<file path="config.mk">
export PLATFORM = sky130hd
export DESIGN_NAME = regfile_scoreboard
export DESIGN_NICKNAME = d
export VERILOG_FILES = /design/src/rtl/regfile_scoreboard.sv
export SDC_FILE = /design/constraint.sdc
export NUM_CORES = 2
export LEC_CHECK = 0
export ABC_CLOCK_PERIOD_IN_PS = 3640
export CELL_PAD_IN_SITES_DETAIL_PLACEMENT = 0
export CELL_PAD_IN_SITES_GLOBAL_PLACEMENT = 1
export CORE_UTILIZATION = 53
export CTS_CLUSTER_DIAMETER = 30
export DETAILED_ROUTE_END_ITERATION = 6
export GPL_TIMING_DRIVEN = 1
export PLACE_DENSITY = 0.91
export SETUP_SLACK_MARGIN = 0.4
export SKIP_LAST_GASP = 1
export SLEW_MARGIN = 20
export SYNTH_ARGS = -nofsm -noshare
export SYNTH_HDL_FRONTEND = slang
export SYNTH_SLANG_ARGS = --single-unit
</file>
<file path="constraint.sdc">
create_clock -name clk -period 3.64 [get_ports clk]
set_input_delay 0.728 -clock clk [delete_from_list [all_inputs] [get_ports clk]]
set_output_delay 0.728 -clock clk [all_outputs]
set_load 0.005 [all_outputs]
</file>
<file path="src/rtl/regfile_scoreboard.sv">
// Multi-read-port integer register file with a per-register pending-write scoreboard.
// Optional same-cycle write-through bypass selected by defining REGFILE_BYPASS_EN.
module regfile_scoreboard #(
  parameter int XLEN    = 32,
  parameter int NREGS   = 32,
  parameter int AW      = $clog2(NREGS),
  parameter int NRD     = 2,
  parameter int PW      = 2,
  parameter bit R0_ZERO = 1'b1
) (
  input  logic                clk,
  input  logic                rst,
  input  logic [NRD*AW-1:0]   rd_addr,
  output logic [NRD*XLEN-1:0] rd_data,
  output logic [NRD-1:0]      rd_busy,
  input  logic                we,
  input  logic [AW-1:0]       wr_addr,
  input  logic [XLEN-1:0]     wr_data,
  input  logic                rsv_valid,
  input  logic [AW-1:0]       rsv_addr,
  output logic                rsv_ready,
  input  logic                flush,
  output logic [NREGS-1:0]    busy_vec
);

  localparam logic [PW-1:0] PEND_MAX = '1;
  localparam logic [PW-1:0] PEND_ONE = PW'(1);

  logic [XLEN-1:0] regs [NREGS];
  logic [PW-1:0]   pend [NREGS];

  logic rsv_is_r0;
  logic wr_is_r0;
  logic rsv_fire;

  assign rsv_is_r0 = R0_ZERO && (rsv_addr == '0);
  assign wr_is_r0  = R0_ZERO && (wr_addr == '0);

  // Reservation handshake: a reservation transfers on a rising clk edge only when
  // rsv_valid and rsv_ready are both high; rsv_ready never depends on rsv_valid.
  // A full counter still accepts when a writeback to the same register frees a slot.
  assign rsv_ready = (pend[rsv_addr] != PEND_MAX) || (we && (wr_addr == rsv_addr)) ||
                     flush || rsv_is_r0;
  assign rsv_fire  = rsv_valid && rsv_ready && !rsv_is_r0;

  always_ff @(posedge clk or negedge rst) begin
    if (!rst) begin
      for (int r = 0; r < NREGS; r++) begin
        regs[r] <= '0;
        pend[r] <= '0;
      end
    end else begin
      if (we && !wr_is_r0) begin
        regs[wr_addr] <= wr_data;
      end
      for (int r = 0; r < NREGS; r++) begin
        logic inc;
        logic dec;
        inc = rsv_fire && (rsv_addr == AW'(r));
        dec = we && (wr_addr == AW'(r)) && (pend[r] != '0);
        if (flush) begin
          pend[r] <= inc ? PEND_ONE : '0;
        end else if (inc && !dec) begin
          pend[r] <= pend[r] + PEND_ONE;
        end else if (dec && !inc) begin
          pend[r] <= pend[r] - PEND_ONE;
        end
      end
    end
  end

  always_comb begin
    rd_data = '0;
    rd_busy = '0;
    for (int i = 0; i < NRD; i++) begin
      logic [AW-1:0] a;
      logic          rd_is_r0;
      a        = rd_addr[i*AW +: AW];
      rd_is_r0 = R0_ZERO && (a == '0);
      rd_data[i*XLEN +: XLEN] = rd_is_r0 ? '0 : regs[a];
`ifdef REGFILE_BYPASS_EN
      if (we && (wr_addr == a) && !rd_is_r0) begin
        rd_data[i*XLEN +: XLEN] = wr_data;
      end
      // The last outstanding writeback clears busy in the same cycle it lands.
      rd_busy[i] = (pend[a] != '0) && !((pend[a] == PEND_ONE) && we && (wr_addr == a));
`else
      rd_busy[i] = (pend[a] != '0);
`endif
    end
  end

  always_comb begin
    busy_vec = '0;
    for (int r = 0; r < NREGS; r++) begin
      busy_vec[r] = (pend[r] != '0);
    end
  end

endmodule

</file>
---- Yosys cells after proc, flatten, opt, wreduce, memory -nomap -nowiden ----
Index checks and enable logic that the tools add are counted.
Widths: inputs -> output; s select.
operators by class
  mux-type cells .......................... 148
  reductions and logical operators ........ 304
  bitwise operators ....................... 4
  $add $sub $neg .......................... 64
  eq/ne operators ......................... 64
  order comparisons ....................... 5
operators by type and width
  operator             number
  $bwmux 1024          1
  $bmux 32 s5          2
  $mux 32              7
  $mux 2               102
  $logic_and 1x1->1    165
  $demux 32 s5         1
  $eq 5x5->1 const B   32
  $reduce_bool 3->1    32
  $eq 5x4->1 const B   16
  $reduce_bool 2->1    34
  $logic_not 1->1      66
  $add 2x1->2 const B  32
  $sub 2x1->2 const B  32
  $eq 5x3->1 const B   8
  $mux 1               32
  $bmux 2 s5           3
  $ge 6x6->1 const B   4
  $not 5->6            4
  $eq 5x2->1 const B   4
  $logic_not 5->1      4
  $eq 5x1->1 const B   2
  $lt 6x1->1 const B   1
  $eq 5x5->1           1
  $logic_or 1x1->1     3
  $ne 2x2->1 const B   1
word-level totals
  register bits ........................... 1088
  word-level logic and storage cells ...... 653
  bits of input ports ..................... 57
  output and inout port bits .............. 99

---- Longest topological paths before layout ----
  depth in word-level cells ............... 16
  mapped depth ............................ 9
  depth with buffers taken out ............ 6

---- Worst setup path before layout ----
Ideal clock, no wire load.
  path kind ............................... in2out
  start ................................... input rd_addr[6]
  end ..................................... output rd_data[34]
  slack ................................... 0.324 ns
  data arrival time ....................... 2.588 ns
  stages on the path ...................... 7
  required time ........................... 2.912 ns
  path buffers ............................ 3
  cells stage by stage .................... clkbuf_1 -> clkbuf_1 -> clkbuf_1 -> mux4_2 -> mux4_2 -> mux2i_1 -> nor2_1
between the ends
  longest elaborated chain between the ends .. 5
  elaborated cells between the ends (all ways) .. 6
  those cells by class .................... mux (4); bitwise (1); reduce/logical (1)
RTL lines
  item                                         RTL line  text
  start: declaration                           13        input logic [NRD*AW-1:0] rd_addr,
  $not 5->6 (implied by the code)              80        rd_data[i*XLEN +: XLEN] = rd_is_r0 ? '0 : regs[a];
  $bmux 32 s5                                  80
  $mux 32 (implied by the code) (2 in series)  80
  $mux 32 (*)                                  80
  end: declaration                             14        output logic [NRD*XLEN-1:0] rd_data,
Every way passes the cells marked *; elsewhere a longest branch is shown, timed or not. The select of a mux whose other input is x is not followed.

---- Worst setup path in the final report ----
  start ................................... input rd_addr[5]
  end ..................................... output rd_data[62]
Same word-level chain as after synthesis.

==> out/metrics.yaml <==
cts:
  cts_buffer_depth: 3
  cts_made_buffers: 220
  htree_levels: 4
  cts_sinks: 1088
  root_buffer: "clkbuf_16"
  clk_latency_ns: 0.82
  cts_tree: "built"
  clkTransAtPathRegs_ns: 0.04
drt:
  wl_um: 207100
  vias_per_cell: 7.089
  drt_pass1_iterations: 7
  drt_iter0_drc: 5314
  highest_layer: "met5"
  wl_met3_um: 22930
  drc: 1
  via_count: 43390
  wl_met1_um: 69460
  wire_per_inst_um: 33.83
  ant_nets: 0
  wl_met2_um: 96570
global_routing:
  grt.overflow.total: 0
  grt_pass1_wl_um: 296400
  grt.total_usage_pct: 35.87
  grt_pass1_vias: 45440
  antenna_found_initial: 3
  grt_max_degree: 85
logic_synthesis:
  ys_async_sr_fraction_pct: 100.0
  avgSynthCellArea_um2: 15.09
  ys_warn_count: 0
  synth_edf_count: 0
  synth_top_area_share_pct: 46.16
  ys_seq_area_share_pct: 46.16
  synth_area_leaders: "dfrtp_1 (46%), mux4_2 (26%), mux2_2 (18%), clkbuf_1 (1.8%), nand2_1 (1.5%)"
  synth_area_leader_cell: "dfrtp_1"
  synth_cells: 3910
  syn_area_um2: 58980
  ys_top_cells_by_count: "dfrtp_1 (1088), mux2_2 (927), mux4_2 (676)"
  ys_ff_latch: 1088
  synth_cell_types: 44
  yosysMostFrequentCell: "dfrtp_1"
  synth_top_flop_cell: "dfrtp_1"
  synth_fp_nets: 3968
floorplanning:
  placeableCoreArea_um2: 110500
  start_util_pct: 53.37
  rows: 122
  dieArea_um2: 112600
  die_h_um: 335.6
  pin_count: 156
  die_x_um: 335.6
timing:
  finalWorstSetupSlack_ns: -0.08092
  hold_viol: 0
  period_minus_slack_ns: 3.721
  post-route-period-util_pct: 102.2
  timing.hold.ws_ns: 0.3944
  slew_headroom_pct: 21.03
  timing.fmax_mhz: 268.8
  fin_skew_ns: 0.01371
  worst_pin_slew_ns: 1.181
  rsz0062_at_grt: "yes"
  setup_violations: 13
  finalSetupTns_ns: -0.3817
  final_max_slew_viol_count: 0
layout:
  multi_input_area_um2: 30390
  areaGrowthSynthToFinish_pct: 29.18
  seq_area_um2: 27240
  nets: 4499
  drive_gt1_share_pct: 59.98
  stdcell_area_um2: 76190
  num-fill-cells: 6611
setup_path:
  worstSetupStartpointType: "input pin"
  cp_data_required_time_ns: 2.91
  critPathMaxFanout: 7
  endpoint_kind: "primary output"
  arrival_ns: 2.99
  r2r_cells: 10
  path_class: "input pin to primary output"
hold_path:
  hold_path.class: "register to register"
  whs_path_depth: 0
power_and_ir_drop:
  p_total_mw: 46.55
  clockPowerShare_pct: 46.6
  net-switching-power_mw: 12.82
  comb_power_share_pct: 18.4
  power_frac_seq_pct: 35.0
  p_per_area_nw_per_um2: 611.0
  power.internal_mw: 33.73
  p_leak_nw: 33.47
  vdd_drop_max_mv: 0.5436
  sw_frac_of_total_pct: 27.55
place:
  dpl-instance-area_um2: 64510
  place_congestion: 0.8634
  place_hpwl_um: 106000
  io_buffers: 155
outcome:
  violations: "DRC, setup timing"
  outcome: "finished, violations left"
job:
  maxCapViolations: 0
==> layout by cell type (no fill, tap or decap), types with 12 or more instances in the layout <==
cell type,n
clkinv_2,31
nor2_1,101
buf_12,133
clkinvlp_4,26
bufinv_16,35
and2_1,20
inv_1,36
xnor2_1,33
clkinv_4,20
inv_6,17
buf_4,316
nand2_1,225
nand3_1,30
mux4_2,676
nor2_2,24
mux2i_4,12
buf_8,15
buf_6,82
nor2b_1,17
clkbuf_1,18
mux2_2,927
a21oi_1,45
clkdlybuf4s50_1,68
o2111ai_1,18
clkbuf_16,225
clkbuf_8,23
dfrtp_1,1080
nand3b_1,15
nor3b_1,18
buf_2,72
mux2i_2,16
mux2i_1,38
buf_16,41
o21ai_0,30
nor2_4,18
==> worst max-delay path, stage by stage <==
cell	delay (ns)
buf_16	0.13
buf_16	0.15
buf_6	0.13
buf_16	0.12
buf_8	0.12
buf_6	0.12
buf_12	0.13
mux4_2	0.42
mux4_2	0.50
mux2i_4	0.19
nor2_4	0.09
buf_2	0.14
==> power groups by stage <==
stage	logic [mW]	registers, mW	clock network [mW]
after global routing	8.97	16.4	22.4
final	8.57	16.3	21.7
after global placement	7.40	15.8	0
after CTS	8.16	15.9	21.6
after floorplan	5.42	15.4	0
after detailed placement	7.63	16.0	0
==> per-layer routing <==
metal / track usage, % / vias up
li1: - / 16120
met1: 44.02 / 22570
met2: 55.85 / 3486
met3: 9.638 / 1217
met4: 24.34 / 2
met5: 0 / -
==> flip-flops by register name (all words and copies together), names as in the netlist <==
name,count
pend,64
regs,1024
==> per-stage QoR <==
stage               cells  worst slack [ns]  util [%]
floorplan            3910            0.3545         -
global placement     5425           -0.3359     58.38
detailed placement   5425           -0.3382     58.38
CTS                  6070          -0.06593     68.25
global route         6120           -0.1004     68.94
finish               6121          -0.08092     68.94
==> layout make-up <==
type	count	area share [%]
flip-flops and latches	1088	35.75
repair buffers	738	11.23
clock buffers	262	7.762
clock inverters	149	2.744
multi-input cells	2357	39.89
diodes	3	0.009853
inverters	36	0.1774
well taps	1488	2.444
==> path summary, 6_finish.rpt <==
| check | from | end | slack, ns |
|---|---|---|---|
| setup / recovery | rd_addr[5] | rd_data[62] | -0.08 |
| hold / removal | regs[992]$_DFFE_PN0P_ | regs[992]$_DFFE_PN0P_ | 0.39 |
| setup reg to reg | pend[0]$_DFFE_PN0P_ | pend[23]$_DFFE_PN0P_ | 0.94 |
| hold reg to reg | regs[992]$_DFFE_PN0P_ | regs[992]$_DFFE_PN0P_ | 0.39 |
| max in group asynchronous | rst | regs[523]$_DFFE_PN0P_ | 1.97 |
| min in group asynchronous | rst | regs[200]$_DFFE_PN0P_ | 0.56 |
==> cells by family after synthesis <==
logic type / share of synthesized area [%]
flops: 46.16
buf+inv: 3.279
mux: 44.65
xor+xnor: 0.5494
simple gates: 3.939
fa+ha+maj: 0.02121
compound gates: 1.404
==> what timing repair did <==
| action | CTS | global route |
|---|---|---|
| gates cloned | 23 | 4 |
| buffers inserted | 210 | 44 |
| gates resized for setup | 432 | 93 |
| endpoints found under the setup margin | 67 | 67 |
| hold endpoints to repair | 24 | 0 |
| hold buffers | 1 | 0 |
| pin swaps | 36 | 42 |
Note: power is estimated with default switching activity, not from simulation.
